`config.mk`:
```
export PLATFORM = sky130hd
export DESIGN_NAME = noc_loopback_port
export DESIGN_NICKNAME = d
export VERILOG_FILES = /design/src/rtl/noc_loopback_port.sv
export SDC_FILE = /design/constraint.sdc
export NUM_CORES = 2
export LEC_CHECK = 0
export CORE_MARGIN = 3
export CORE_UTILIZATION = 54
export DETAILED_ROUTE_END_ITERATION = 16
export DONT_BUFFER_PORTS = 1
export PLACE_DENSITY_LB_ADDON = 0.08
export REMOVE_ABC_BUFFERS = 1
export SLEW_MARGIN = 10
export SYNTH_ARGS = -nofsm -noshare
export SYNTH_HDL_FRONTEND = slang
export SYNTH_SLANG_ARGS = --single-unit
```
`constraint.sdc`:
```
create_clock -name clock -period 4.6 [get_ports clock]
set_input_delay 0.46 -clock clock [delete_from_list [all_inputs] [get_ports clock]]
set_output_delay 0.46 -clock clock [all_outputs]
set_load 0.02 [all_outputs]
```
`src/rtl/noc_loopback_port.sv`:
```
// Router-side loopback endpoint: buffers one inbound packet, then replies with the
// header's address halves swapped. A one-flit skid absorbs the sender's credit lag.
module noc_loopback_port #(
  parameter int                    FLIT_WIDTH = 32,
  parameter int                    DEPTH      = 64,
  parameter logic [FLIT_WIDTH-1:0] ADDRESS    = '0
) (
  input  logic                  clock,
  input  logic                  reset,
  input  logic                  rx,
  input  logic [FLIT_WIDTH-1:0] data_i,
  output logic                  credit_o,
  output logic                  tx,
  output logic [FLIT_WIDTH-1:0] data_o,
  input  logic                  credit_i,
  output logic [15:0]           pkt_count_out,
  output logic [15:0]           drop_count_out,
  output logic [2:0]            rstate_out,
  output logic [2:0]            tstate_out,
  output logic [FLIT_WIDTH-1:0] addr_out
);

  localparam int AW   = $clog2(DEPTH);
  localparam int PW   = AW + 1;
  localparam int HALF = FLIT_WIDTH / 2;
  localparam logic [FLIT_WIDTH-1:0] DEPTH_W = FLIT_WIDTH'(DEPTH);

  typedef enum logic [2:0] {
    RX_HEADER  = 3'd0,
    RX_SIZE    = 3'd1,
    RX_PAYLOAD = 3'd2,
    RX_DRAIN   = 3'd3,
    RX_HOLD    = 3'd4
  } rx_state_t;

  typedef enum logic [2:0] {
    TX_IDLE    = 3'd0,
    TX_HEADER  = 3'd1,
    TX_SIZE    = 3'd2,
    TX_PAYLOAD = 3'd3,
    TX_DONE    = 3'd4
  } tx_state_t;

  rx_state_t rstate_reg, rstate_next;
  tx_state_t tstate_reg, tstate_next;

  logic                  credit_reg, credit_next;
  logic                  skid_full_reg;
  logic [FLIT_WIDTH-1:0] skid_data_reg;
  logic [FLIT_WIDTH-1:0] hdr_reg;
  logic [FLIT_WIDTH-1:0] size_reg;
  logic [FLIT_WIDTH-1:0] drain_cnt_reg;
  logic [PW-1:0]         wptr_reg;
  logic [PW-1:0]         rptr_reg;
  logic                  pkt_ready_reg;
  logic                  tx_reg;
  logic                  out_sel_reg;
  logic [FLIT_WIDTH-1:0] out_reg;
  logic [FLIT_WIDTH-1:0] rd_data_reg;
  logic [15:0]           pkt_count_reg;
  logic [15:0]           drop_count_reg;
  logic [FLIT_WIDTH-1:0] mem [DEPTH];

  logic                  accepting;
  logic                  in_valid;
  logic [FLIT_WIDTH-1:0] in_data;
  logic [PW-1:0]         wptr_inc;
  logic [PW-1:0]         rptr_inc;
  logic [FLIT_WIDTH-1:0] drain_cnt_inc;
  logic                  payload_last;
  logic                  drain_last;
  logic                  tx_last;
  logic                  xfer;
  logic                  tx_done;
  logic                  rd_en;
  logic [AW-1:0]         rd_addr;

  // A held skid flit always takes precedence so packet order is preserved.
  assign accepting     = (rstate_reg != RX_HOLD);
  assign in_valid      = accepting && (skid_full_reg || (rx && credit_reg));
  assign in_data       = skid_full_reg ? skid_data_reg : data_i;
  assign wptr_inc      = wptr_reg + 1'b1;
  assign rptr_inc      = rptr_reg + 1'b1;
  assign drain_cnt_inc = drain_cnt_reg + 1'b1;
  assign payload_last  = ({{(FLIT_WIDTH-PW){1'b0}}, wptr_inc} == size_reg);
  assign drain_last    = (drain_cnt_inc == size_reg);
  assign tx_last       = ({{(FLIT_WIDTH-PW){1'b0}}, rptr_inc} == size_reg);
  assign xfer          = tx_reg && credit_i;
  assign tx_done       = (tstate_reg == TX_DONE);

  always_comb begin
    rstate_next = rstate_reg;
    case (rstate_reg)
      RX_HEADER:  if (in_valid) rstate_next = RX_SIZE;
      RX_SIZE: begin
        if (in_valid) begin
          if (in_data > DEPTH_W)       rstate_next = RX_DRAIN;
          else if (in_data == '0)      rstate_next = RX_HOLD;
          else                         rstate_next = RX_PAYLOAD;
        end
      end
      RX_PAYLOAD: if (in_valid && payload_last) rstate_next = RX_HOLD;
      RX_DRAIN:   if (in_valid && drain_last)   rstate_next = RX_HEADER;
      RX_HOLD:    if (tx_done)                  rstate_next = RX_HEADER;
      default:    rstate_next = RX_HEADER;
    endcase
  end

  // Credit drops for one cycle after a drained packet so a following header lands in the skid.
  assign credit_next = (rstate_next != RX_HOLD) &&
                       !((rstate_reg == RX_DRAIN) && in_valid && drain_last);

  always_ff @(posedge clock) begin
    if (reset) begin
      rstate_reg     <= RX_HEADER;
      credit_reg     <= 1'b0;
      skid_full_reg  <= 1'b0;
      skid_data_reg  <= '0;
      hdr_reg        <= '0;
      size_reg       <= '0;
      drain_cnt_reg  <= '0;
      wptr_reg       <= '0;
      pkt_ready_reg  <= 1'b0;
      drop_count_reg <= '0;
    end else begin
      rstate_reg    <= rstate_next;
      credit_reg    <= credit_next;
      pkt_ready_reg <= (rstate_next == RX_HOLD) && (rstate_reg != RX_HOLD);
      if (skid_full_reg) begin
        if (accepting) begin
          if (rx) skid_data_reg <= data_i;
          else    skid_full_reg <= 1'b0;
        end
      end else if (rx && !(accepting && credit_reg)) begin
        skid_full_reg <= 1'b1;
        skid_data_reg <= data_i;
      end
      if (in_valid) begin
        case (rstate_reg)
          RX_HEADER: hdr_reg <= in_data;
          RX_SIZE: begin
            size_reg      <= in_data;
            wptr_reg      <= '0;
            drain_cnt_reg <= '0;
          end
          RX_PAYLOAD: wptr_reg <= wptr_inc;
          RX_DRAIN: begin
            drain_cnt_reg <= drain_cnt_inc;
            if (drain_last) drop_count_reg <= drop_count_reg + 16'd1;
          end
          default: ;
        endcase
      end
    end
  end

  assign rd_en   = xfer && (((tstate_reg == TX_SIZE) && (size_reg != '0)) ||
                            ((tstate_reg == TX_PAYLOAD) && !tx_last));
  assign rd_addr = (tstate_reg == TX_SIZE) ? '0 : rptr_inc[AW-1:0];

  always_ff @(posedge clock) begin
    if (in_valid && (rstate_reg == RX_PAYLOAD)) mem[wptr_reg[AW-1:0]] <= in_data;
    if (rd_en) rd_data_reg <= mem[rd_addr];
  end

  always_comb begin
    tstate_next = tstate_reg;
    case (tstate_reg)
      TX_IDLE:    if (pkt_ready_reg) tstate_next = TX_HEADER;
      TX_HEADER:  if (xfer) tstate_next = TX_SIZE;
      TX_SIZE:    if (xfer) tstate_next = (size_reg == '0) ? TX_DONE : TX_PAYLOAD;
      TX_PAYLOAD: if (xfer && tx_last) tstate_next = TX_DONE;
      TX_DONE:    tstate_next = TX_IDLE;
      default:    tstate_next = TX_IDLE;
    endcase
  end

  always_ff @(posedge clock) begin
    if (reset) begin
      tstate_reg    <= TX_IDLE;
      tx_reg        <= 1'b0;
      out_sel_reg   <= 1'b0;
      out_reg       <= '0;
      rptr_reg      <= '0;
      pkt_count_reg <= '0;
    end else begin
      tstate_reg <= tstate_next;
      case (tstate_reg)
        TX_IDLE: begin
          if (pkt_ready_reg) begin
            out_reg     <= {hdr_reg[HALF-1:0], hdr_reg[FLIT_WIDTH-1:HALF]};
            out_sel_reg <= 1'b0;
            tx_reg      <= 1'b1;
          end
        end
        TX_HEADER: if (xfer) out_reg <= size_reg;
        TX_SIZE: begin
          if (xfer) begin
            rptr_reg <= '0;
            if (size_reg == '0) tx_reg      <= 1'b0;
            else                out_sel_reg <= 1'b1;
          end
        end
        TX_PAYLOAD: begin
          if (xfer) begin
            if (tx_last) tx_reg   <= 1'b0;
            else         rptr_reg <= rptr_inc;
          end
        end
        TX_DONE: pkt_count_reg <= pkt_count_reg + 16'd1;
        default: ;
      endcase
    end
  end

  assign credit_o       = credit_reg;
  assign tx             = tx_reg;
  assign data_o         = out_sel_reg ? rd_data_reg : out_reg;
  assign pkt_count_out  = pkt_count_reg;
  assign drop_count_out = drop_count_reg;
  assign rstate_out     = rstate_reg;
  assign tstate_out     = tstate_reg;
  assign addr_out       = ADDRESS;

endmodule

```
==> Yosys cells after proc, flatten, opt, wreduce, memory -nomap -nowiden <==
Memories as Yosys holds them, arrays and structs flattened. A register that Yosys moved wholly into a read port is not among the register bits.
Index checks and enable logic that the tools add are counted.
{ "word_totals": {"ff_bits": 217, "ramBits": 2048, "input_bits": 36, "out_inout_bits": 104, "n_memories": 1} }
{ "classes": {"addsub": 5, "order_cmp": 1, "eq_ne": 25, "mux": 46, "n_reduce_logical": 44} }
{ "mem_list": {"columns": ["name", "words", "width", "rd", "rd_clocked_by_memory_dff", "write_ports", "line", "rtl"], "rows": [
  ["mem", 64, 32, 1, 1, 1, "62", "logic [FLIT_WIDTH-1:0] mem [DEPTH];"]
]} }
{ "op_table": {"columns": ["cell", "count"], "rows": [
  ["32-bit 2-to-1 mux", 8],
  ["32-bit case mux with 2 select lines", 2],
  ["7-bit by 32-bit == test with 1-bit output", 2],
  ["32-bit logical NOT", 2],
  ["3-bit 2-to-1 mux", 12],
  ["16-bit by 1-bit adder with 16-bit output, second input constant", 2],
  ["32-bit by 1-bit adder with 32-bit output, second input constant", 1],
  ["32-bit == test", 1],
  ["32-bit by 7-bit greater-than comparator with 1-bit output, second input constant", 1],
  ["32-bit nonzero test", 1],
  ["7-bit case mux with 2 select lines", 2],
  ["7-bit 2-to-1 mux", 3],
  ["1-bit logical AND", 16],
  ["2-bit inequality test, second input constant", 8],
  ["3-bit case mux with 5 select lines", 1],
  ["7-bit by 1-bit adder with 7-bit output, second input constant", 2],
  ["1-bit 2-to-1 mux", 14],
  ["3-bit by 2-bit == test with 1-bit output, second input constant", 4],
  ["3-bit case mux with 4 select lines", 1],
  ["4-bit AND reduction", 3],
  ["2-bit nonzero test", 6],
  ["3-bit == test, second input constant", 3],
  ["3-bit AND reduction", 3],
  ["2-bit AND reduction", 4],
  ["other kinds (11)", 19]
]} }

==> Depth between registers and ports, before layout <==
{ "depth": {"ltp_word": 8, "mapped_depth": 13} }

==> Least setup slack after synthesis <==
OpenSTA, ideal clock, no wires.
{ "synth_path": {"path_type": "reg-to-reg", "startpoint": "register rstate_reg[1] (netlist: rstate_out[1])", "endpoint": "memory mem[62][0] (enable)", "setup_time_ns": 0.421, "t_arrival_ns": 3.372, "required_time_ns": 4.179, "slack_ns": 0.806, "path_stages_with_launch": 5, "period_less_slack_ns": 3.794, "cell_sequence": "dfxtp_1 > inv_1 > nor4_1 > nand3_1 > nor2_1"} }
{ "synth_via": {"elab_chain_cells": 5, "elab_cells_between_ends": 6} }
{ "synth_lines": {"columns": ["item", "line", "rtl"], "rows": [
  ["start, declared", "44", "rx_state_t rstate_reg, rstate_next;"],
  ["start signal, assigned", "126", "rstate_reg <= rstate_next;"],
  ["3-bit inequality test", "79", "assign accepting = (rstate_reg != RX_HOLD);"],
  ["1-bit logical AND", "80", "assign in_valid = accepting && (skid_full_reg || (rx && credit_reg));"],
  ["1-bit logical AND *", "162", "if (in_valid && (rstate_reg == RX_PAYLOAD)) mem[wptr_reg[AW-1:0]] <= in_data;"],
  ["1-bit 2-to-1 mux *", "162", null],
  ["1-bit 2-to-1 mux (not written as such) *", "162", null],
  ["end, declared", "62", null]
]} }
Mark *: on every way between the ends. The rest lies on a longest branch, timed or not.

==> Worst setup path in the final report <==
{ "layout_path": {"startpoint": "register tstate_reg[1] (netlist: tstate_out[1])", "endpoint": "register rd_data_reg[30] (read register of mem), data pin"} }
{ "layout_via": {"elab_chain_cells": 4, "elab_cells_between_ends": 7} }
{ "layout_lines": {"columns": ["item", "line", "rtl"], "rows": [
  ["start, declared", "45", "tx_state_t tstate_reg, tstate_next;"],
  ["start signal, assigned", "187", "tstate_reg <= tstate_next;"],
  ["3-bit by 2-bit == test with 1-bit output, on equally long branches", "157, 159, 158", null],
  ["1-bit logical AND, on equally long branches", "157, 158", null],
  ["1-bit logical OR", "157", "assign rd_en = xfer && (((tstate_reg == TX_SIZE) && (size_reg != '0)) ||"],
  ["1-bit logical AND", "157", null],
  ["end, declared", "59", "logic [FLIT_WIDTH-1:0] rd_data_reg;"]
]} }
Several ways; a longest one is shown, not always the timed one.
A chain may end at the register's enable or synchronous reset.

==> out/metrics.yaml <==
outcome:
  status: "complete, no violations"
synth:
  synth-seq-cells: 2297
  yosysTopAreaCellShare_pct: 67.0
  synth_top_cell_by_area: "edfxtp_1"
  synth_seq_area_share_pct: 71.6
  synth.distinct_cells: 70
  synth_area_leaders: "edfxtp_1 (67%), nand2_1 (4.7%), dfxtp_1 (4.7%)"
  syn_inst: 7179
  synth_edf_count: 2080
  syn_area_mm2: 0.0933
  synthTopCellsByCount: "edfxtp_1 (2080), nand2_1 (1163), clkbuf_1 (456), nand3_1 (415), o21ai_0 (355)"
  synth_most_common_cell: "edfxtp_1"
  synth_area_per_cell_um2: 13.0
  ys.warnings.count: 0
  synth-main-ff-cell: "edfxtp_1"
  synthArstFlopShare_pct: 0
routing:
  wl_per_cell_um: 30.2
  viasPerCell: 6.52
  drt_iter0_drc: 8225
  drtAntennaViolNets: 0
  drt-total-wl_um: 292000
  drc: 0
  first_pass_iters: 6
  num_vias: 63000
power_and_ir_drop:
  p_sw_mw: 8.82
  powerDensity_mw_per_mm2: 405
  pwr-share-clk_pct: 43.8
  p_leak_nw: 34.0
  seq_power_share_pct: 53.9
  ir_drop_v: 0.000391
  p_comb_share_pct: 2.3
  power_mw: 42.6
  p_int_mw: 33.8
  p_sw_share_pct: 20.7
timing:
  worst_slew_pin_slew_ns: 1.31
  fin_tns_setup_ns: 0
  hold_ws_ns: 0.0213
  finalHoldViolations: 0
  grt_setup_unrepaired: "false"
  max-slew-margin-rel_pct: 12.9
  setup-violations-final: 0
  fin_crit_ns: 4.43
  setup_ws_ns: 0.166
  finalMaxSlewViolations: 0
  finClkSkew_ns: 0.0271
  fmax_mhz: 226
  period_share_pct: 96.4
clock_tree:
  clkSinkCount: 2297
  cts.htree.levels: 4
  cts.clk_slew.worst_paths_ns: 0.07
  cts_tree: "done"
  clk_latency_ns: 0.86
  clk_path_buf_depth: 3
  cts_buffers: 229
  clockRootBuffer: "clkbuf_16"
global_routing:
  track_usage_pct: 32.1
  first_global_vias: 58800
  antenna_found_initial: 16
  grt_max_degree: 219
  grt_pass1_wl_um: 420000
  gr-total-overflow: 0
layout:
  final_util_pct: 61.7
  drive_gt1_share_pct: 11.0
  stdcell_count: 9667
  syn_to_final_growth_pct: 12.8
  final_nets: 7219
  largest_reg_flops: 2048
  fill_cells: 13100
  design_area_mm2: 0.105
worst_hold_path:
  whs_endpoint: "drain_cnt_reg[17]"
  hold_path_depth: 2
  min-delay-start: "reset"
  hp-class: "in2reg"
setup_path:
  crit_fanout: 111
  worstSetupEndpointType: "flop"
  critPathSlowestCell: "a22oi_1"
  crit_chain: "buf_4 -> nor3b_2 -> buf_12 -> nor2_4 -> buf_12 -> a211oi_1 -> a311oi_1 -> a311oi_1 -> a31oi_1 -> a22oi_1 -> nand2_1"
  timing.rr.end: "rd_data_reg[30]"
  r2r_cells: 11
  reg2reg_from: "tstate_out[1]"
  required_ns: 5.17
  cp-start-kind: "flop"
  regToRegSetupSlack_ns: 0.17
  worstSetupStartpoint: "tstate_out[1]"
  slowest_delay_ns: 0.92
  cp.arrival_ns: 5.00
  worst-setup-path-type: "reg2reg"
placement:
  io_buffers: 0
  routabilityCongestion: 0.898
  place_area_mm2: 0.0974
  place.detailed.hpwl_um: 165000
  place_ws_ns: 0.0989
  dp_cells: 9207
die:
  start_util_pct: 54.7
  die_area_mm2: 0.178
  fp.coreArea_mm2: 0.171
  io_pins: 140
  die_h_um: 422
  die_w_um: 422
  rows: 151
run:
  max_cap_viol_count: 0
[routing by layer]
layer  track usage [%]  up-vias  wire length [µm]
met2              50.2     3391            135000
met4              12.8        4             12900
met5                 0        -                29
met1              44.8    31700            115000
met3              6.17      558             28900
li1                  -    27400                 -
[layout make-up]
cell class                      count  area, µm²  share of cell area [%]
Sequential cell                  2297      66800                    63.5
Multi-Input combinational cell   4270      24600                    23.4
Timing Repair Buffer              339       3310                    3.15
Tap cell                         2295       2870                    2.73
Clock inverter                    138       1380                    1.31
Antenna cell                        6       15.0                  0.0143
Inverter                           41        163                   0.155
Clock buffer                      281       6050                    5.75
[power by group through the flow]
stage,registers (mW),clock network (mW),logic (mW)
2_1_floorplan,23.4,0,0.463
3_3_place_gp,23.4,0,0.899
3_5_place_dp,23.4,0,0.921
4_1_cts,23.0,18.8,0.987
5_1_grt,23.0,19.7,1.06
6_report,23.0,18.6,0.999
[worst max-delay path by stage]
stage | end | slack [ns] | cells past startpoint
5_1_grt | rd_data_reg[30] | 0.008 | 11
6_report | rd_data_reg[30] | 0.17 | 11
3_3_place_gp | rd_data_reg[30] | 0.13 | 11
3_5_place_dp | rd_data_reg[30] | 0.1 | 11
4_1_cts | rd_data_reg[30] | 0.11 | 11
2_1_floorplan | rd_data_reg[17] | -29.23 | 9
[what timing repair did]
item                                    CTS  global route
endpoints found under the setup margin    0             0
buffers inserted                          0             0
hold buffers                             35             0
endpoints found under the hold margin   217             0
resized for setup                         0             0
[cell families (layout without fill, tap and decap cells)]
family                     count (synthesis)  count (layout)  share of synthesized area [%]
AOI/OAI and AO/OA                       1573            1573                           11.2
xor gates and xnor gates                  78              78                          0.791
adders and majority gates                  5               5                         0.0671
buffers and inverters                    643             799                           2.75
DFF                                     2297            2297                           71.6
muxes                                    202             202                           2.21
other                                      1              38                        0.00402
and+or+nand+nor                         2380            2380                           11.4
[placed cells by master, fill, tap and decap left out, drive strengths merged, types with 118 or more instances in the layout]
cell type | synthesis | final
a31oi | 202 | 202
edfxtp | 2080 | 2080
mux2i | 167 | 167
nand3 | 416 | 416
o221ai | 210 | 210
nor2 | 353 | 353
clkbuf | 456 | 281
nor3 | 118 | 118
buf | 146 | 305
a211oi | 217 | 217
dfxtp | 217 | 217
o211ai | 133 | 133
a21oi | 240 | 240
nand2 | 1163 | 1163
o21ai | 360 | 360
[critical path: cells and delay by family (launching register included)]
family | cells | cell delay, ns
AOI/OAI and AO/OA | 5 | 1.81
DFF | 1 | 0.32
buffers and inverters | 3 | 0.87
and+or+nand+nor | 3 | 1.03
(Power assumes the default switching activity.)
